[config.mk]
export PLATFORM = sky130hd
export DESIGN_NAME = hazard_scoreboard
export DESIGN_NICKNAME = d
export VERILOG_FILES = /design/src/rtl/mips_pkg.sv /design/src/rtl/fwd_select.sv /design/src/rtl/hazard_scoreboard.sv
export SDC_FILE = /design/constraint.sdc
export NUM_CORES = 1
export LEC_CHECK = 0
export BUFFER_PORTS_ARGS = -buffer_cell sky130_fd_sc_hd__buf_2
export CORE_UTILIZATION = 41
export DETAILED_ROUTE_END_ITERATION = 16
export GPL_ROUTABILITY_DRIVEN = 0
export PLACE_DENSITY_LB_ADDON = 0.25
export SYNTH_ARGS = -nofsm -noshare
export SYNTH_HDL_FRONTEND = slang
export SYNTH_SLANG_ARGS = --single-unit
[constraint.sdc]
create_clock -name clk -period 5.1 [get_ports clk]
set_input_delay 1.02 -clock clk [delete_from_list [all_inputs] [get_ports clk]]
set_output_delay 1.02 -clock clk [all_outputs]
set_load 0.005 [all_outputs]
[src/rtl/mips_pkg.sv]
// Shared MIPS pipeline types: forwarding select codes, register constants and
// the in-flight stage entry tracked by the hazard scoreboard.
package mips_pkg;

  localparam int unsigned REG_W = 5;
  localparam int unsigned FWD_W = 2;

  localparam logic [FWD_W-1:0] FWD_RF    = 2'b00;
  localparam logic [FWD_W-1:0] FWD_EXMEM = 2'b01;
  localparam logic [FWD_W-1:0] FWD_MEMWB = 2'b10;

  localparam logic [REG_W-1:0] REG_ZERO = 5'd0;

  // One instruction slot in EX, MEM or WB.
  typedef struct packed {
    logic             v;
    logic [REG_W-1:0] rd;
    logic             wr;
    logic             ld;
  } stage_entry_t;

  localparam stage_entry_t ENTRY_BUBBLE = '0;

  // True when the entry will write architectural register r ($0 never counts).
  function automatic logic entry_writes(input stage_entry_t e,
                                        input logic [REG_W-1:0] r);
    return e.v & e.wr & (e.rd == r) & (r != REG_ZERO);
  endfunction

endpackage

[src/rtl/fwd_select.sv]
// Operand forwarding select for one EX source register: the youngest
// in-flight producer wins, otherwise the register file value is used.
module fwd_select
  import mips_pkg::*;
(
  input  logic [REG_W-1:0] src,
  input  stage_entry_t     ex_e,
  input  stage_entry_t     mem_e,
  output logic [FWD_W-1:0] sel_c
);

  // Priority search: EX (youngest) before MEM.
  always_comb begin
    sel_c = FWD_RF;
    if (entry_writes(ex_e, src)) begin
      sel_c = FWD_EXMEM;
    end else if (entry_writes(mem_e, src)) begin
      sel_c = FWD_MEMWB;
    end
  end

endmodule

[src/rtl/hazard_scoreboard.sv]
// Control side of the ID/EX pipeline register: tracks destination registers
// in flight, raises the load-use stall, inserts bubbles and registers the EX
// operand forwarding selects alongside the instruction entering EX.
module hazard_scoreboard
  import mips_pkg::*;
#(
  parameter int unsigned S = 32,
  parameter int unsigned R = REG_W
) (
  input  logic             clk,
  input  logic             reset,
  input  logic             id_valid,
  input  logic [R-1:0]     id_rs,
  input  logic [R-1:0]     id_rt,
  input  logic             id_use_rs,
  input  logic             id_use_rt,
  input  logic [R-1:0]     id_rd,
  input  logic             id_regwrite,
  input  logic             id_load,
  input  logic             ex_flush,
  output logic             stall_id,
  output logic             ex_valid,
  output logic [FWD_W-1:0] ex_fwd_a,
  output logic [FWD_W-1:0] ex_fwd_b,
  output logic [S-1:0]     stall_count
);

  // The WB slot is not stored: the register file writes before it reads, so
  // an instruction in WB can never create a hazard or need forwarding.
  stage_entry_t ex_q;
  stage_entry_t mem_q;

  logic             hz_c;
  logic             issue_c;
  stage_entry_t     ex_d_c;
  logic [FWD_W-1:0] sel_a_c;
  logic [FWD_W-1:0] sel_b_c;
  logic [FWD_W-1:0] fwd_a_d_c;
  logic [FWD_W-1:0] fwd_b_d_c;
  logic             cnt_sat_c;

  // Forwarding selects computed in ID against the current EX/MEM entries.
  fwd_select u_fwd_a (
    .src   (REG_W'(id_rs)),
    .ex_e  (ex_q),
    .mem_e (mem_q),
    .sel_c (sel_a_c)
  );

  fwd_select u_fwd_b (
    .src   (REG_W'(id_rt)),
    .ex_e  (ex_q),
    .mem_e (mem_q),
    .sel_c (sel_b_c)
  );

  // Load-use hazard against the load currently in EX; a flush overrides it.
  always_comb begin
    hz_c = 1'b0;
    if (id_valid && ex_q.ld) begin
      hz_c = (id_use_rs && entry_writes(ex_q, REG_W'(id_rs))) ||
             (id_use_rt && entry_writes(ex_q, REG_W'(id_rt)));
    end
  end

  assign stall_id = hz_c & ~ex_flush;

  // Next EX entry and its operand selects; bubbles never forward.
  always_comb begin
    issue_c   = id_valid & ~ex_flush & ~stall_id;
    ex_d_c    = ENTRY_BUBBLE;
    fwd_a_d_c = FWD_RF;
    fwd_b_d_c = FWD_RF;
    if (issue_c) begin
      ex_d_c.v  = 1'b1;
      ex_d_c.rd = REG_W'(id_rd);
      ex_d_c.wr = id_regwrite;
      ex_d_c.ld = id_load;
      if (id_use_rs) fwd_a_d_c = sel_a_c;
      if (id_use_rt) fwd_b_d_c = sel_b_c;
    end
  end

  assign cnt_sat_c = (stall_count == {S{1'b1}});

  // Stage shift, registered EX-side outputs and saturating stall counter.
  always_ff @(posedge clk) begin
    if (reset) begin
      ex_q        <= ENTRY_BUBBLE;
      mem_q       <= ENTRY_BUBBLE;
      ex_valid    <= 1'b0;
      ex_fwd_a    <= FWD_RF;
      ex_fwd_b    <= FWD_RF;
      stall_count <= '0;
    end else begin
      mem_q    <= ex_q;
      ex_q     <= ex_d_c;
      ex_valid <= ex_d_c.v;
      ex_fwd_a <= fwd_a_d_c;
      ex_fwd_b <= fwd_b_d_c;
      if (stall_id && !cnt_sat_c) begin
        stall_count <= stall_count + S'(1);
      end
    end
  end

endmodule

==> summary.txt <==
GRT
  – Pin count of the biggest net entering global routing: 47
  – Vias in the first global route: 2108
  – First-pass GRT wire length: 9901 um
  – Grt ovf: 0
  – GRT Total Usage: 0.1951
  – Initial antenna violation count: 0

Clocking
  – Clk Latency, worst-skew pair: 0.30 ns
  – Setup Buffers After CTS: 0
  – CTS H-tree depth: 2
  – Hold_buf cts: 0
  – CTS tree: yes
  – Sink Count: 51
  – Post-CTS Resized: 0
  – Clock Tree Root: clkbuf_8
  – Clk slew on worst S/H paths: 0.09 ns
  – Cts bufs inserted: 5
  – CTS max path bufs: 2

Layout
  – Share of layout cells above drive strength 1: 0.2286
  – Register area: 0.001021 mm2
  – Area grow syn2layout: 17.45%
  – Area of the multi-input gates: 0.001445 mm2
  – Final instance area: 0.002989 mm2
  – Filler cells: 614
  – Layout Nets: 374
  – Inserted Diodes: 0

Detailed routing
  – Routed WL per cell: 13.87 um
  – Routed Wire Length: 5895 um
  – Final antenna-violating net count: 0
  – # DRC: 0
  – Starting DRT DRC Count: 118
  – Vias/cell: 5.475
  – Vias post-DR: 2327
  – Drt first pass iters: 4

Yosys
  – Yosys warning count: 0
  – Number of distinct library cells after synthesis: 39
  – Post-synth top flop: dfxtp_1
  – Number of synthesized register bits: 51
  – Post-synthesis cell area: 0.002545 mm2
  – Post-synthesis sequential area ratio: 0.4012
  – Cells after synthesis: 293
  – Avg Synthesized Cell Area: 8.686 um2
  – Mapped Nets: 317
  – Post-synth EDFFs: 0
  – Share of flip-flops with an asynchronous set or reset: 0

Power and ir drop
  – Gate power share: 0.053
  – PD cells: 238.7 mW/mm2
  – Clock power share: 0.382
  – Net Sw Frac: 0.2140
  – Leak Pwr: 1.165 nW
  – Net Sw Power: 152.7 uW
  – Power Internal: 560.9 uW
  – Reg power frac: 0.565
  – Peak VDD IR: 0.1217 mV

Status
  – Status: completed

Worst setup path
  – Setup CP Type: input port to output port
  – Reg2reg end: stall_count[21]
  – FF-to-FF path depth: 7
  – Setup crit end kind: output port
  – Max FO, Critical Path: 3
  – Most frequent CP cell: buf_2
  – Crit path capture: stall_id
  – Data required, critical path: 4.08 ns
  – FF-to-FF setup slack: 2.77 ns
  – CP Depth: 6
  – Critical Path Max Stage Delay: 0.53 ns
  – Crit-path cells: buf_2 > or4_1 > o21ai_0 > nor3_2 > or2_2 > buf_2
  – CP Launch Type: input port
  – Worst path slowest cell: or4_1
  – CP Buf/Inv Count: 2
  – Crit path max-delay family: simple AND/OR/NAND/NOR gates
  – Critical R2R Launch: stall_count[14]
  – Worst Setup SP: id_rt[1]
  – CP arrival: 2.44 ns

Timing
  – Period utilization: 0.6792
  – Final period demand of the worst path: 3.464 ns
  – Slew Viols, Final: 0
  – Worst Tran Pin Value: 0.8647 ns
  – Hold Violations, Final: 0
  – Max_slew headroom: 0.4235
  – Unrepaired setup endpoints after global routing: false
  – TNS Setup: 0 ns
  – Fmax: 288.7 MHz
  – Worst Clk Skew: 0.005398 ns
  – Endpoints failing setup: 0

Placed design
  – Placed inst area: 0.002887 mm2
  – Detail Placement HPWL: 4213 um
  – Port Buffers: 60

Flow run
  – Max-Cap Viols: 0

Floorplan
  – I/O pins: 61
  – Site row count: 28
  – Chip height: 80.79 um
  – Initial Utilization: 0.4273
  – Die X: 80.79 um
  – Die area: 0.006526 mm2
  – Core ar.: 0.005956 mm2

Hold path
  – Hold Crit Start: mem_q[1]
  – Hold crit path type: flop to flop
[flip-flops by register name (all words and copies together), names as in the netlist]
name,cells
stall_count,32
ex_q,8
mem_q,7
ex_fwd_a,2
ex_fwd_b,2
[worst min path at each step]
stage | slack [ns] | end | depth (start not counted)
final | 0.49 | ex_fwd_a[1] | 2
after floorplan | 0.43 | ex_fwd_b[1] | 2
after global routing | 0.51 | mem_q[1] | 1
after detailed placement | 0.48 | ex_fwd_b[1] | 2
after global placement | 0.47 | ex_fwd_a[1] | 2
after CTS | 0.49 | ex_fwd_b[1] | 2
[stage by stage]
stage | instances | util | setup slack, ns | hold WS, ns | total power, mW
floorplan | 293 | - | 1.941 | 0.4295 | 0.4331
global placement | 418 | 0.4847 | 1.636 | 0.4695 | 0.4499
detailed placement | 418 | 0.4847 | 1.640 | 0.4796 | 0.4507
CTS | 425 | 0.5019 | 1.636 | 0.4922 | 0.7237
global route | 425 | 0.5019 | 1.600 | 0.5135 | 0.7425
finish | 425 | 0.5019 | 1.636 | 0.4879 | 0.7136
[area by class of cell]
class / instances / area share
multi-input cells: 226 / 0.4835
flip-flops and latches: 51 / 0.3416
repair buffers: 61 / 0.1030
well taps: 75 / 0.03139
clock buffers: 6 / 0.02428
clock inverters: 1 / 0.01005
inverters: 5 / 0.006279
[Yosys cell counts (8+ instances only)]
master | count | area (um2)
dfxtp_1 | 51 | 1021
a21oi_1 | 24 | 120.1
nand2_1 | 23 | 86.33
o21ai_0 | 16 | 80.08
nor2b_1 | 15 | 93.84
or3_1 | 15 | 93.84
nand3_1 | 14 | 70.07
and3_1 | 13 | 81.33
nor2_1 | 13 | 48.80
or4_1 | 12 | 90.09
xor2_1 | 12 | 105.1
nand4_1 | 10 | 62.56
o31ai_1 | 9 | 67.56
xnor2_1 | 9 | 78.83
nor3_1 | 8 | 40.04
[tightest hold or removal path, cell delays in order (launching register included)]
cell     delay (ns)
dfxtp_1        0.31
nand2_1        0.09
nor4_1         0.06
[kinds of logic after synthesis]
| family | after synthesis | share of synthesized area |
|---|---|---|
| AOI/OAI and AO/OA | 55 | 0.1283 |
| xor gates and xnor gates | 21 | 0.07227 |
| adders and majority gates | 1 | 0.004916 |
| buffers and inverters | 16 | 0.03097 |
| DFF | 51 | 0.4012 |
| muxes | 7 | 0.03048 |
| and+or+nand+nor | 142 | 0.3319 |
[cell usage in the layout, fill, tap and decap left out, types with 13 or more instances in the layout]
master and instances:
dfxtp_1 51, and3_1 13, nor2_1 13, nand2_1 23, or3_1 15, buf_2 60
o21ai_0 16, nand3_1 14, a21oi_1 24, nor2b_1 15
[layer usage]
layer,vias to the layer above,track usage,wire length (um)
met5,-,0,0
met4,0,0.05000,50
met3,5,0.04157,223
met2,46,0.3203,2667
met1,1087,0.2593,2953
li1,1189,-,-
[power by group through the flow]
stage,sequential (mW),combinational [mW],clock [mW]
4_1_cts,0.403,0.0381,0.282
3_3_place_gp,0.413,0.0371,0
3_5_place_dp,0.413,0.0379,0
6_report,0.403,0.0379,0.272
5_1_grt,0.404,0.0414,0.297
2_1_floorplan,0.412,0.0211,0
Note: power is estimated with default switching activity, not from simulation.
